<file path="src/rtl/neuron_lut_pkg.sv">
// Shared constants and FSM state type for the runtime-loadable LogicNets neuron LUT.
package neuron_lut_pkg;

  localparam int DEF_IN_BITS  = 6;
  localparam int DEF_OUT_BITS = 1;
  localparam int DEF_CFG_W    = 8;

  localparam int DEPTH            = 1 << DEF_IN_BITS;
  localparam int ENTRIES_PER_BEAT = DEF_CFG_W / DEF_OUT_BITS;
  localparam int BEATS            = DEPTH / ENTRIES_PER_BEAT;

  // A single-beat table still needs a one-bit counter to stay a legal vector.
  function automatic int cnt_w(input int n);
    return (n <= 1) ? 1 : $clog2(n);
  endfunction

  localparam int BEAT_W = cnt_w(BEATS);

  typedef enum logic [1:0] {
    IDLE  = 2'd0,
    LOAD  = 2'd1,
    ARMED = 2'd2
  } lut_state_t;

endpackage

</file>
<file path="src/rtl/neuron_lut_ram.sv">
// Distributed LUT storage: a whole configuration beat is written per cycle, one entry is read registered.
module neuron_lut_ram #(
  parameter int IN_BITS  = 6,
  parameter int OUT_BITS = 1,
  parameter int EPB      = 8,
  parameter int ADDR_W   = 3
) (
  input  logic                    clk,
  input  logic                    rst_n,
  input  logic                    we,
  input  logic [ADDR_W-1:0]       waddr,
  input  logic [EPB*OUT_BITS-1:0] wdata,
  input  logic                    re,
  input  logic [IN_BITS-1:0]      raddr,
  output logic [OUT_BITS-1:0]     rdata
);

  localparam int DEPTH = 1 << IN_BITS;

  (* ram_style = "distributed" *) logic [OUT_BITS-1:0] mem [DEPTH];

  // NOTE: the storage array has no reset; a reset would turn the LUT RAM into a bank of flops.
  always_ff @(posedge clk) begin
    if (we) begin
      for (int i = 0; i < EPB; i++) begin
        mem[IN_BITS'(int'(waddr) * EPB + i)] <= wdata[i*OUT_BITS +: OUT_BITS];
      end
    end
  end

  // The read register is the visible output, so it does get a reset value.
  always_ff @(posedge clk) begin
    if (!rst_n) begin
      rdata <= '0;
    end else if (re) begin
      rdata <= mem[raddr];
    end
  end

endmodule

</file>
<file path="src/rtl/neuron_lut_loader.sv">
// Loads a neuron truth table from packed config beats, then serves one-cycle registered lookups.
module neuron_lut_loader
  import neuron_lut_pkg::*;
#(
  parameter int IN_BITS  = DEF_IN_BITS,
  parameter int OUT_BITS = DEF_OUT_BITS,
  parameter int CFG_W    = DEF_CFG_W
) (
  input  logic                clk,
  input  logic                rst_n,
  input  logic                cfg_start,
  input  logic                cfg_valid,
  output logic                cfg_ready,
  input  logic [CFG_W-1:0]    cfg_data,
  output logic                cfg_done,
  output logic                armed,
  input  logic                in_valid,
  output logic                in_ready,
  input  logic [IN_BITS-1:0]  in_data,
  output logic                out_valid,
  output logic [OUT_BITS-1:0] out_data
);

  localparam int EPB    = CFG_W / OUT_BITS;
  localparam int NBEATS = (1 << IN_BITS) / EPB;
  localparam int CNT_W  = cnt_w(NBEATS);

  lut_state_t       state;
  logic [CNT_W-1:0] beat_cnt;
  logic             beat_acc;
  logic             eval_acc;

  assign in_ready = armed;
  // cfg_start wins over a coincident beat; that beat is dropped, not written.
  assign beat_acc = cfg_valid & cfg_ready & ~cfg_start;
  // Table writes only happen while unarmed, so a lookup never races a write.
  assign eval_acc = in_valid & in_ready;

  always_ff @(posedge clk) begin
    if (!rst_n) begin
      state     <= IDLE;
      beat_cnt  <= '0;
      cfg_ready <= 1'b0;
      cfg_done  <= 1'b0;
      armed     <= 1'b0;
      out_valid <= 1'b0;
    end else begin
      cfg_done  <= 1'b0;
      out_valid <= eval_acc;
      if (cfg_start) begin
        state     <= LOAD;
        beat_cnt  <= '0;
        cfg_ready <= 1'b1;
        armed     <= 1'b0;
      end else begin
        case (state)
          LOAD: begin
            if (beat_acc) begin
              if (beat_cnt == CNT_W'(NBEATS - 1)) begin
                state     <= ARMED;
                beat_cnt  <= '0;
                cfg_ready <= 1'b0;
                armed     <= 1'b1;
                cfg_done  <= 1'b1;
              end else begin
                beat_cnt <= beat_cnt + 1'b1;
              end
            end
          end
          default: ;
        endcase
      end
    end
  end

  neuron_lut_ram #(
    .IN_BITS (IN_BITS),
    .OUT_BITS(OUT_BITS),
    .EPB     (EPB),
    .ADDR_W  (CNT_W)
  ) u_ram (
    .clk  (clk),
    .rst_n(rst_n),
    .we   (beat_acc),
    .waddr(beat_cnt),
    .wdata(cfg_data),
    .re   (eval_acc),
    .raddr(in_data),
    .rdata(out_data)
  );

endmodule

</file>
<file path="config.mk">
export PLATFORM = sky130hd
export DESIGN_NAME = neuron_lut_loader
export DESIGN_NICKNAME = d
export VERILOG_FILES = /design/src/rtl/neuron_lut_pkg.sv /design/src/rtl/neuron_lut_ram.sv /design/src/rtl/neuron_lut_loader.sv
export SDC_FILE = /design/constraint.sdc
export NUM_CORES = 1
export LEC_CHECK = 0
export CORE_MARGIN = 2
export CORE_UTILIZATION = 56
export DETAILED_ROUTE_END_ITERATION = 10
export GPL_ROUTABILITY_DRIVEN = 0
export PLACE_DENSITY = 0.74
export SLEW_MARGIN = 0
export SYNTH_ARGS = -nofsm -noshare
export SYNTH_HDL_FRONTEND = slang
export SYNTH_SLANG_ARGS = --single-unit
</file>
<file path="constraint.sdc">
create_clock -name clk -period 2.7 [get_ports clk]
set_input_delay 0.54 -clock clk [delete_from_list [all_inputs] [get_ports clk]]
set_output_delay 0.54 -clock clk [all_outputs]
set_load 0.005 [all_outputs]
</file>
# Yosys cells after proc, flatten, opt, wreduce, memory -nomap -nowiden

Memory sizes are Yosys's and may differ from the RTL's. A register that Yosys moved wholly into a read port is not among the register bits.
Cells that the tools add are included.

Output and inout port bits: 6
Register bits after elaboration: 8
Memories: 1
RAM bits: 64
Word-level logic and storage cells: 45
Input port bits: 19

Add/sub/neg operators: 8
Multiplexer cells: 12
Bitwise gates (word level): 7
Eq/ne operators: 2
Reductions and logical operators: 9

Memory list:

| name      | depth | bits a word | read ports | clocked after memory_dff | write ports | line                 | source |
|---|---|---|---|---|---|---|---|
| u_ram.mem | 64    | 1           | 1          | 1                        | 8           | neuron_lut_ram.sv:20 | `(* ram_style = "distributed" *) logic [OUT_BITS-1:0] mem [DEPTH];` |

Operators by type and width:

| kind                                                | number |
|---|---|
| adder 6 x 3 -> 6 bit, second input constant         | 4 |
| adder 6 x 2 -> 6 bit, second input constant         | 2 |
| two-way mux 1 bit                                   | 11 |
| adder 6 x 1 -> 6 bit, second input constant         | 1 |
| AND reduction 3 bit                                 | 2 |
| nonzero test 2 bit                                  | 3 |
| inverter 1 bit                                      | 4 |
| OR reduction 4 bit                                  | 1 |
| adder 3 x 1 -> 3 bit, second input constant         | 1 |
| bitwise AND 1 bit                                   | 3 |
| equality test 3 bit, second input constant          | 1 |
| two-way mux 3 bit                                   | 1 |
| equality test 2 x 1 -> 1 bit, second input constant | 1 |
| AND reduction 2 bit                                 | 1 |
| OR reduction 2 bit                                  | 1 |
| logical NOT 1 bit                                   | 1 |

# Depth between registers and ports, before layout

Gate-level depths: netlist of the first run.

Depth in word-level cells: 5
Gate-level depth with buffers: 7
Mapped depth without buffers: 5

# Cells and area by module

Synthesis of the first run repeated with hierarchy kept, for this count alone.

Cells, all modules: 164
Area total of the unflattened synthesis: 2952.8 um2

Modules (own cells, without submodules):

| module            | sequential area each (um2) | cells each | times used | area an instance (um2) |
|---|---|---|---|---|
| neuron_lut_ram    | 1941.9                     | 132        | 1          | 2607.5 |
| neuron_lut_loader | 140.1                      | 32         | 1          | 345.3 |

# Worst setup path after synthesis of the first run

No wires, ideal clock.

Path type: input to register
Start point: input in_data[2]
End point: register u_ram.rdata (read register of u_ram.mem)
Data required time: 2584 ps
Library setup time: 116 ps
Buffers on the path: 2
Arrival: 1955 ps
Slack: 630 ps
Stages: 7
Cell sequence: buf_2 > buf_2 > mux4_1 > a22oi_1 > a31oi_1 > a2111o_1 > a31o_1

RTL lines:

| what               | line                    | source |
|---|---|---|
| start: declaration | neuron_lut_loader.sv:19 | `input logic [IN_BITS-1:0] in_data,` |
| end: declaration   | neuron_lut_ram.sv:15    | `output logic [OUT_BITS-1:0] rdata` |

==> summary.md, run 1 <==
| Metric | Value |
|---|---|
| Top cells by count, synth | edfxtp_1, nor2_1, mux4_1, dfxtp_1, nand2_1 |
| Clock sinks | 72 |
| Final hold viol count | 0 |
| Dpl hpwl | 3590 um |
| Area contributors post-synth | edfxtp_1, mux4_1, dfxtp_1 |
| Synth Area per Inst | 18.0 sq um |
| #FFs+latches synth | 72 |
| Die width | 75.9 um |
| Worst path required time | 2.92 ns |
| Vias/cell | 5.65 |
| Worst slew pin tran | 0.520 ns |
| Filler Cells Inserted | 335 |
| Synthesized instance count | 161 |
| Dpl cells | 264 |
| Unrepaired setup endpoints after global routing | no |
| Pleak | 1.20 nW |
| CP Max Fanout | 16 |
| Power Density | 633 nW/um^2 |
| Clk buf depth | 2 |
| Nets@finish | 226 |
| Clock-pin slew on the worst setup and hold paths | 0.07 ns |
| Initial Utilization | 57.3% |
| Critical path startpoint category | primary input |
| Number of routed nets with antenna violations | 0 |
| Layout cells sized above 1 | 17.1% |
| Max_cap viols | 0 |
| Initial drt markers | 107 |
| Setup_tns | 0 ns |
| I/O Pins | 25 |
| Yosys Warn Count | 0 |
| Synthesized cell area | 2890 sq um |
| Arrival time at the worst endpoint | 2.57 ns |
| Die ar. | 5750 sq um |
| Area delta synth->final | 21.1% |
| Ys async rst share | 0% |
| Clock buffer count from CTS | 9 |
| Hold Crit Class | flip-flop to flip-flop |
| Post-synth top area cell | edfxtp_1 |
| First-pass GRT wire length | 7730 um |
| Area of the multi-input gates | 754 sq um |
| Number of global-route vias before repair | 1596 |
| Outcome | finished, final reports clean |
| CTS tree | done |
| Sequential Area | 2080 sq um |
| All-layer global routing usage | 20.0% |
| Row cnt | 26 |
| Initial antenna violation count | 0 |
| Post-CTS Setup Bufs | 0 |
| Die Ht | 75.9 um |
| WL final | 5180 um |
| EDFF count, synth | 64 |
| Net Count, Synth | 182 |
| Period minus WS final | 2.34 ns |
| Count leader, synth | edfxtp_1 |
| Max Clk Rate | 0.427 GHz |
| Setup crit end kind | flip-flop |
| H-tree Lvls | 3 |
| Sequential-to-total area share from yosys stat | 72.0% |
| WS Path Type | primary input to flip-flop |
| Post-cts sizing count | 0 |
| Vias | 1582 |
| Final Max Tran Viols | 0 |
| Hold-fix buffers, CTS | 0 |
| Worst-skew pair later-pin latency | 0.33 ns |
| Layout Skew | 0.00541 ns |
| DRT Pass-1 Iters | 4 |
| Synth cell types | 33 |
| Period utilisation layout | 86.8% |
| Global route total overflow | 0 |
| Synth Flop Type | edfxtp_1 |
| Max-slew headroom | 65.0% |
| Inserted Diodes | 0 |
| # setup viols final | 0 |
| Share of the synthesized area in the top cell type | 66.5% |
| IO buf count | 24 |
| Layout Cells excl Fill | 280 |
| Clock root buffer | clkbuf_8 |
| Total power | 0.00222 W |
| Max IR drop VDD | 0.313 mV |
| Core Footprint | 5040 sq um |
| DRC Markers | 0 |
| Largest net degree at the start of global routing | 17 |
| Wire length per cell | 18.5 um |
-- final cells by class --
class	instances	share of cell area (%)
flip-flops and latches	72	59.5
repair buffers	39	10.4
clock buffers	12	3.86
multi-input cells	81	21.6
inverters	2	0.214
clock inverters	4	1.97
well taps	70	2.50
-- registers in the layout, summed over array words and instances, names as in the netlist --
signal       count
out_valid        1
u_ram.mem       64
state            2
u_ram.rdata      1
beat_cnt         3
cfg_done         1
-- worst paths after layout --
path	startpoint	endpoint	slack (ns)	cells after the start
max reg2reg	u_ram.mem[8]	u_ram.rdata	0.90	5
min	beat_cnt[0]	beat_cnt[0]	0.59	2
max	in_data[0]	u_ram.rdata	0.36	7
min reg2reg	beat_cnt[0]	beat_cnt[0]	0.59	2
-- cells by family (layout without fill, tap and decap cells) --
kind of cell | after synthesis | count (layout) | share of synthesized area (%)
buffers and inverters | 8 | 57 | 1.90
AND/OR/NAND/NOR | 38 | 38 | 6.14
multiplexers | 23 | 23 | 14.7
flip-flops | 72 | 72 | 72.0
AO/OA/AOI/OAI | 18 | 18 | 4.37
adder cells (fa/ha/maj) | 2 | 2 | 0.865
-- critical path: stages --
cell	delay, ns
clkdlybuf4s50_1	0.50
buf_12	0.16
mux4_1	0.58
a22oi_1	0.18
a31oi_1	0.10
a2111o_1	0.29
a31o_1	0.21
-- power by group --
group | internal (W) | leakage (nW) | switching, W | total [W]
Sequential | 0.00122 | 0.641 | 0.00000209 | 0.00122
Clock | 0.000517 | 0.102 | 0.000360 | 0.000878
Combinational | 0.0000635 | 0.453 | 0.0000577 | 0.000121
-- per-layer routing --
metal / routed length, um / part of all wire [%] / vias to the layer above / GRT usage [%]
li1: - / - / 738 / -
met1: 2060 / 40 / 781 / 22.4
met2: 2710 / 52 / 51 / 34.8
met3: 267 / 5.2 / 12 / 5.03
met4: 140 / 2.7 / 0 / 10.7
met5: 0 / 0 / - / 0
-- placed cells by master, fill, tap and decap left out --
master / instances
a2111o_1: 1
a211o_1: 1
a21oi_1: 3
a22oi_1: 2
a311oi_1: 2
a31o_1: 1
a31oi_1: 2
and3_1: 1
buf_12: 1
buf_4: 14
bufinv_16: 2
clkbuf_1: 3
clkbuf_8: 9
clkdlybuf4s50_1: 24
clkinv_1: 1
clkinv_2: 1
dfxtp_1: 8
edfxtp_1: 64
ha_1: 2
inv_1: 2
mux2_2: 6
mux2i_1: 5
mux4_1: 10
mux4_2: 2
nand2_1: 7
nand2b_1: 4
nand3_1: 2
nand3b_1: 1
nand4b_1: 1
nor2_1: 16
nor2b_1: 2
nor3_1: 3
o21ai_0: 1
o22ai_1: 4
o31ai_1: 1
or2_2: 1
-- through the flow --
step           hold slack (ns)  setup slack [ns]  utilization, %  instance area [sq um]
2_1_floorplan            0.527             0.630               -                   2890
3_3_place_gp             0.546            0.0520            65.4                   3300
3_5_place_dp             0.579           0.00665            65.4                   3300
4_1_cts                  0.592             0.365            69.4                   3500
5_1_grt                  0.637             0.302            69.4                   3500
6_report                 0.593             0.356            69.4                   3500
(Power assumes the default switching activity.)
==> run 2: changes to the inputs <==
Settings changed: GPL_TIMING_DRIVEN set to 0.
==> run 2 against run 1 <==
Compared with the run above: sequential power is essentially flat; non-clock buffer count decreased by 10; worst setup slack worse by 0.24 ns; hold slack lost 0.021 ns; routed wire length increased by 1.7%; global-route usage rose by 0.25 points; combinational power about the same; via count rose by 1.1%; critical path depth rose by 1; first-iteration DRC count fell by 2.8%; clock skew increased by 0.0033 ns; clock-buffer cell count up 1.
==> summary.md, run 2 (synthesis gave the netlist of run 1 again) <==
| Metric | Value |
|---|---|
| Max_cap viols | 0 (unchanged) |
| Core Footprint | 5040 sq um (unchanged) |
| Max IR drop VDD | 0.368 mV (+18%) |
| CP cell instances | clkdlybuf4s50_1 > buf_2 > clkbuf_4 > mux4_1 > a22oi_1 > a31oi_1 > a2111o_1 > a31o_1 |
| Slowest stage delay, CP | 0.50 ns (-0.08 ns) |
| Reg2Reg Depth | 3 (-2) |
| Slack of the worst reg-to-reg path | 0.50 ns (-0.40 ns) |
| Period minus WS final | 2.58 ns (+0.238 ns) |
| Most frequent cells in the layout | edfxtp_1, clkdlybuf4s50_1, nor2_1 |
| Initial antenna violation count | 0 (unchanged) |
| Worst-skew pair later-pin latency | 0.34 ns (about the same) |
| Inserted Diodes | 0 (unchanged) |
| Crit. Startpoint | in_data[2] |
| Period utilisation layout | 95.6% (+8.8 points) |
| Commonest non-fill, non-tap cell in the layout | edfxtp_1 |
| Pleak | 1.15 nW (-3.8%) |
| All-layer global routing usage | 20.2% (+0.25 points) |
| CP Max Fanout | 10 (-6) |
| Area delta synth->final | 18.7% |
| Slowest stage cell, crit path | clkdlybuf4s50_1 |
| Outcome | finished, final reports clean |
| Die Ht | 75.9 um (unchanged) |
| WL final | 5270 um (+1.7%) |
| Die width | 75.9 um (unchanged) |
| Worst path required time | 2.94 ns (+0.02 ns) |
| Setup crit end kind | flip-flop |
| DRT Pass-1 Iters | 4 (unchanged) |
| Hold Crit Class | flip-flop to flip-flop |
| Clock-pin slew on the worst setup and hold paths | 0.07 ns (about the same) |
| First-pass GRT wire length | 7860 um (+1.7%) |
| Crit Reg-Reg Startpoint | state[0] |
| Hold-fix buffers, CTS | 0 (unchanged) |
| Clock buffer count from CTS | 9 (unchanged) |
| Nets@finish | 216 (-4.4%) |
| IO buf count | 23 (-4.2%) |
| Hold slack | 0.572 ns (-0.0214 ns) |
| Number of routed nets with antenna violations | 0 (unchanged) |
| Final hold viol count | 0 (unchanged) |
| Clock sinks | 72 (unchanged) |
| Wire length per cell | 19.5 um (+5.4%) |
| Largest register FFs | 64 (unchanged) |
| # setup viols final | 0 (unchanged) |
| R2R Path End | u_ram.mem[2] |
| CTS tree | done |
| Clock root buffer | clkbuf_8 |
| Total power | 0.00223 W (+0.44%) |
| Largest net degree at the start of global routing | 14 (-3) |
| Arrival time at the worst endpoint | 2.82 ns (+0.25 ns) |
| Crit path to | u_ram.rdata |
| Die ar. | 5750 sq um (unchanged) |
| Critical path startpoint category | primary input |
| Unrepaired setup endpoints after global routing | no |
| Clk buf depth | 2 (unchanged) |
| Dpl hpwl | 3510 um (-2.3%) |
| DRC Markers | 0 (unchanged) |
| Most flops, register | u_ram.mem |
| H-tree Lvls | 3 (unchanged) |
| Initial drt markers | 104 (-2.8%) |
| Setup_tns | 0 ns (unchanged) |
| Initial Utilization | 57.3% (unchanged) |
| Post-cts sizing count | 0 (unchanged) |
| Vias/cell | 5.93 (+4.9%) |
| I/O Pins | 25 (unchanged) |
| WS Path Type | primary input to flip-flop |
| Global route total overflow | 0 (unchanged) |
| Layout Skew | 0.00871 ns (+0.00329 ns) |
| Max-slew headroom | 14.0% (-51 points) |
| Worst slew pin tran | 1.28 ns (+0.760 ns) |
| Layout cells sized above 1 | 14.5% (-2.6 points) |
| Placed cell area | 3210 sq um (-2.7%) |
| Max Clk Rate | 0.387 GHz (-9.2%) |
| Design Area, Final | 3430 sq um (-1.9%) |
| Top Registers | u_ram.mem x64, beat_cnt x3, state x2 |
| Final Max Tran Viols | 0 (unchanged) |
| Final design utilization | 68.1% (-1.3 points) |
| Number of global-route vias before repair | 1621 (+1.6%) |
| Power Density | 648 nW/um^2 (+2.4%) |
| Vias | 1600 (+1.1%) |
| Row cnt | 26 (unchanged) |
| Post-CTS Setup Bufs | 0 (unchanged) |
-- run 2: cell count changes in the layout (fill, tap and decap cells not counted), sizes merged --
cell	before	now
clkbuf	12	15
clkdlybuf4s50	24	23
bufinv	2	0
buf	15	4
clkinv	2	3
-- run 2: worst min path at each step --
stage	startpoint	to	slack, ns	cells after the start
6_report	beat_cnt[0]	beat_cnt[0]	0.57	2
2_1_floorplan	beat_cnt[0]	beat_cnt[0]	0.53	2
3_5_place_dp	beat_cnt[0]	beat_cnt[0]	0.56	2
3_3_place_gp	beat_cnt[0]	beat_cnt[0]	0.55	2
5_1_grt	beat_cnt[0]	beat_cnt[0]	0.60	2
4_1_cts	beat_cnt[0]	beat_cnt[0]	0.57	2
-- run 2: final cells by class --
class                   instances  area, sq um
repair buffers                 23          230
flip-flops and latches         72         2080
multi-input cells              81          754
inverters                       2         7.51
clock inverters                 3         18.8
fillers                       354         1610
plain buffers                   6         50.0
well taps                      70         87.6
clock buffers                  13          203
-- run 2: layer usage --
layer  vias up  global-route usage, %  routed length [um]
met1       800                   24.3                2120
met3        13                   4.23                 314
met2        63                   33.3                2740
met4         0                   12.5                  95
met5         -                      0                   0
li1        724                      -                   -
-- run 2: power breakdown --
group | switching [W] | internal, W
Combinational | 0.0000583 | 0.0000596
Sequential | 0.00000204 | 0.00121
Clock | 0.000391 | 0.000500
Total | 0.000451 | 0.00177
-- run 2: through the flow --
| step | std cells | setup WS, ns |
|---|---|---|
| 5_1_grt | 270 | 0.0142 |
| 3_5_place_dp | 254 | -0.302 |
| 2_1_floorplan | 161 | 0.630 |
| 3_3_place_gp | 254 | -0.234 |
| 4_1_cts | 270 | 0.0603 |
| 6_report | 270 | 0.118 |
-- run 2: critical path, delay by kind of cell --
| family | cells | cell delay, ns |
|---|---|---|
| buffers and inverters | 3 | 1.05 |
| multiplexers | 1 | 0.34 |
| AO/OA/AOI/OAI | 4 | 0.91 |
==> run 3: changes to the inputs <==
Settings changed: CORE_MARGIN 2 to unset, CORE_UTILIZATION 56 to 57, PLACE_DENSITY 0.74 to 0.75, SYNTH_HIERARCHICAL set to 1.
Clock period 2.7 ns to 2.84 ns, I/O delays scaled along.
==> run 3 against run 2 <==
Compared with the run above: synthesized area grew 2.1%; combinational power fell by 4%; first-iteration DRC count rose by 1.9%; via count grew 1.5%; sequential power shrank 5%; cell count is the same; die area decreased by 4.9%; clock-buffer cell count shrank 2; critical path depth unchanged; largest power group unchanged; highest routed layer unchanged.
==> summary.md, run 3 <==
| Metric | Value |
|---|---|
| CTS tree | done |
| Power Density | 582 nW/um^2 (-10%) |
| Worst slew pin tran | 1.20 ns (-0.0786 ns) |
| Core Footprint | 4850 sq um (-3.8%) |
| Final Max Tran Viols | 0 (unchanged) |
| Clock buffer count from CTS | 9 (unchanged) |
| Area delta synth->final | 16.7% |
| Yosys Warn Count | 6 (+6) |
| Clock-pin slew on the worst setup and hold paths | 0.07 ns (about the same) |
| Sequential Area | 2080 sq um (unchanged) |
| Die Ht | 74.0 um (-2.5%) |
| Top Registers | u_ram/mem x64, beat_cnt x3, state x2 |
| Max Clk Rate | 0.378 GHz |
| Final hold viol count | 0 (unchanged) |
| IO buf count | 23 (unchanged) |
| Dpl hpwl | 3670 um (+4.5%) |
| Period minus WS final | 2.64 ns |
| Synthesized cell area | 2950 sq um (+2.1%) |
| Initial Utilization | 60.9% (+3.6 points) |
| Share of the synthesized area in the top cell type | 65.1% (-1.4 points) |
| Max_cap viols | 0 (unchanged) |
| Most flops, register | u_ram/mem |
| DRC Markers | 0 (unchanged) |
| Die width | 74.0 um (-2.5%) |
| #FFs+latches synth | 72 (unchanged) |
| H-tree Lvls | 3 (unchanged) |
| I/O Pins | 25 (unchanged) |
| Inserted Diodes | 0 (unchanged) |
| Initial drt markers | 106 (+1.9%) |
| Wire length per cell | 19.5 um (about the same) |
| Global route total overflow | 0 (unchanged) |
| DRT Pass-1 Iters | 4 (unchanged) |
| Vias/cell | 6.01 (+1.5%) |
| First-pass GRT wire length | 7980 um (+1.6%) |
| Area of the multi-input gates | 823 sq um (+9.1%) |
| Clk buf depth | 2 (unchanged) |
| Synth Flop Type | edfxtp_1 |
| Hold Crit Class | flip-flop to flip-flop |
| # setup viols final | 0 (unchanged) |
| Number of routed nets with antenna violations | 0 (unchanged) |
| Area contributors post-synth | edfxtp_1, mux4_1, dfxtp_1 |
| Arrival time at the worst endpoint | 2.87 ns (+0.05 ns) |
| Total power | 0.00201 W (-9.8%) |
| Nets@finish | 219 (+1.4%) |
| Setup crit end kind | flip-flop |
| Period utilisation layout | 93.1% |
| Synth Area per Inst | 18.0 sq um (+0.25%) |
| Top cells by count, synth | edfxtp_1, dfxtp_1, mux4_1, nor2_1, mux2i_1 |
| Number of global-route vias before repair | 1627 (+0.37%) |
| Clock root buffer | clkbuf_8 |
| Largest net degree at the start of global routing | 12 (-2) |
| Layout Skew | 0.00482 ns (-0.00389 ns) |
| Commonest non-fill, non-tap cell in the layout | edfxtp_1 |
| EDFF count, synth | 64 (unchanged) |
| WS Path Type | primary input to flip-flop |
| Layout cells sized above 1 | 12.8% (-1.7 points) |
| Die ar. | 5470 sq um (-4.9%) |
| Vias | 1624 (+1.5%) |
| Sequential-to-total area share from yosys stat | 70.5% (-1.5 points) |
| Unrepaired setup endpoints after global routing | no |
| All-layer global routing usage | 21.6% (+1.4 points) |
| Worst-skew pair later-pin latency | 0.33 ns (about the same) |
| Ys async rst share | 0% (unchanged) |
| Row cnt | 25 (-3.8%) |
| Worst path required time | 3.07 ns (+0.13 ns) |
| Critical path startpoint category | primary input |
| Clock sinks | 72 (unchanged) |
| Largest register FFs | 64 (unchanged) |
| Max IR drop VDD | 0.381 mV (+3.5%) |
| Synth cell types | 40 (+21%) |
| CP Max Fanout | 10 (unchanged) |
| Post-CTS Setup Bufs | 0 (unchanged) |
| Post-cts sizing count | 0 (unchanged) |
| Final design utilization | 71.1% (+3.0 points) |
| Initial antenna violation count | 0 (unchanged) |
| Outcome | finished, final reports clean |
| Filler Cells Inserted | 332 (-6.2%) |
| Hold-fix buffers, CTS | 0 (unchanged) |
| Net Count, Synth | 185 (+1.6%) |
| Pleak | 1.15 nW (-0.35%) |
| Count leader, synth | edfxtp_1 |
| Post-synth top area cell | edfxtp_1 |
| Max-slew headroom | 19.3% (+5.3 points) |
| WL final | 5270 um (about the same) |
| Synthesized instance count | 164 (+1.9%) |
| Most frequent cells in the layout | edfxtp_1, clkdlybuf4s50_1, clkbuf_8 |
[run 3: path summary, 6_finish.rpt]
check,startpoint,to,slack [ns],cells past startpoint
worst max-delay path,in_data[2],u_ram/rdata,0.20,8
worst min register to register,beat_cnt[0],beat_cnt[0],0.54,2
worst min-delay path,beat_cnt[0],beat_cnt[0],0.54,2
worst max register to register,u_ram/mem[34],u_ram/rdata,0.76,5
[run 3: cell type report]
cell class	count	area share (%)
Sequential cell	72	60.4
Multi-Input combinational cell	83	23.9
Timing Repair Buffer	23	6.68
Clock buffer	11	3.81
Tap cell	67	2.43
Clock inverter	5	1.38
Buffer	7	1.16
Inverter	2	0.218
[run 3: cell families after synthesis]
group | Yosys count | share of synthesized area [%]
flops | 72 | 70.5
simple gates | 42 | 8.94
mux | 23 | 14.1
compound gates | 16 | 4.03
buf+inv | 9 | 1.61
fa+ha+maj | 2 | 0.847
[run 3: stage by stage]
| step | instances | area, sq um | hold slack [ns] | TNS, ns | setup WS, ns |
|---|---|---|---|---|---|
| after floorplan | 164 | 2950 | 0.495 | 0 | 0.538 |
| after global placement | 254 | 3270 | 0.511 | -0.127 | -0.127 |
| after detailed placement | 254 | 3270 | 0.536 | -0.949 | -0.125 |
| after CTS | 270 | 3450 | 0.544 | 0 | 0.217 |
| after global routing | 270 | 3450 | 0.570 | 0 | 0.0470 |
| final | 270 | 3450 | 0.544 | 0 | 0.195 |
[run 3: worst max-delay path, stage by stage]
cell	delay, ns
clkdlybuf4s50_1	0.49
buf_2	0.26
buf_2	0.34
mux4_1	0.35
a22o_1	0.24
o21ai_0	0.21
nand4_1	0.15
a41o_1	0.26
[run 3: where the power goes]
part	internal, W	leakage, nW	switching (W)	total, W
Sequential	0.00116	0.641	0.00000206	0.00116
Clock	0.000397	0.0922	0.000338	0.000736
Combinational	0.0000574	0.414	0.0000559	0.000113
Total	0.00161	1.15	0.000396	0.00201
[run 3: metal layers]
layer / wire (um) / part of all wire [%] / track usage, % / up-vias
li1: - / - / - / 743
met2: 2810 / 53 / 35.6 / 32
met3: 156 / 3.0 / 4.88 / 8
met4: 87 / 1.6 / 12.6 / 0
met1: 2220 / 42 / 26.6 / 841
met5: 0 / 0 / 0 / -
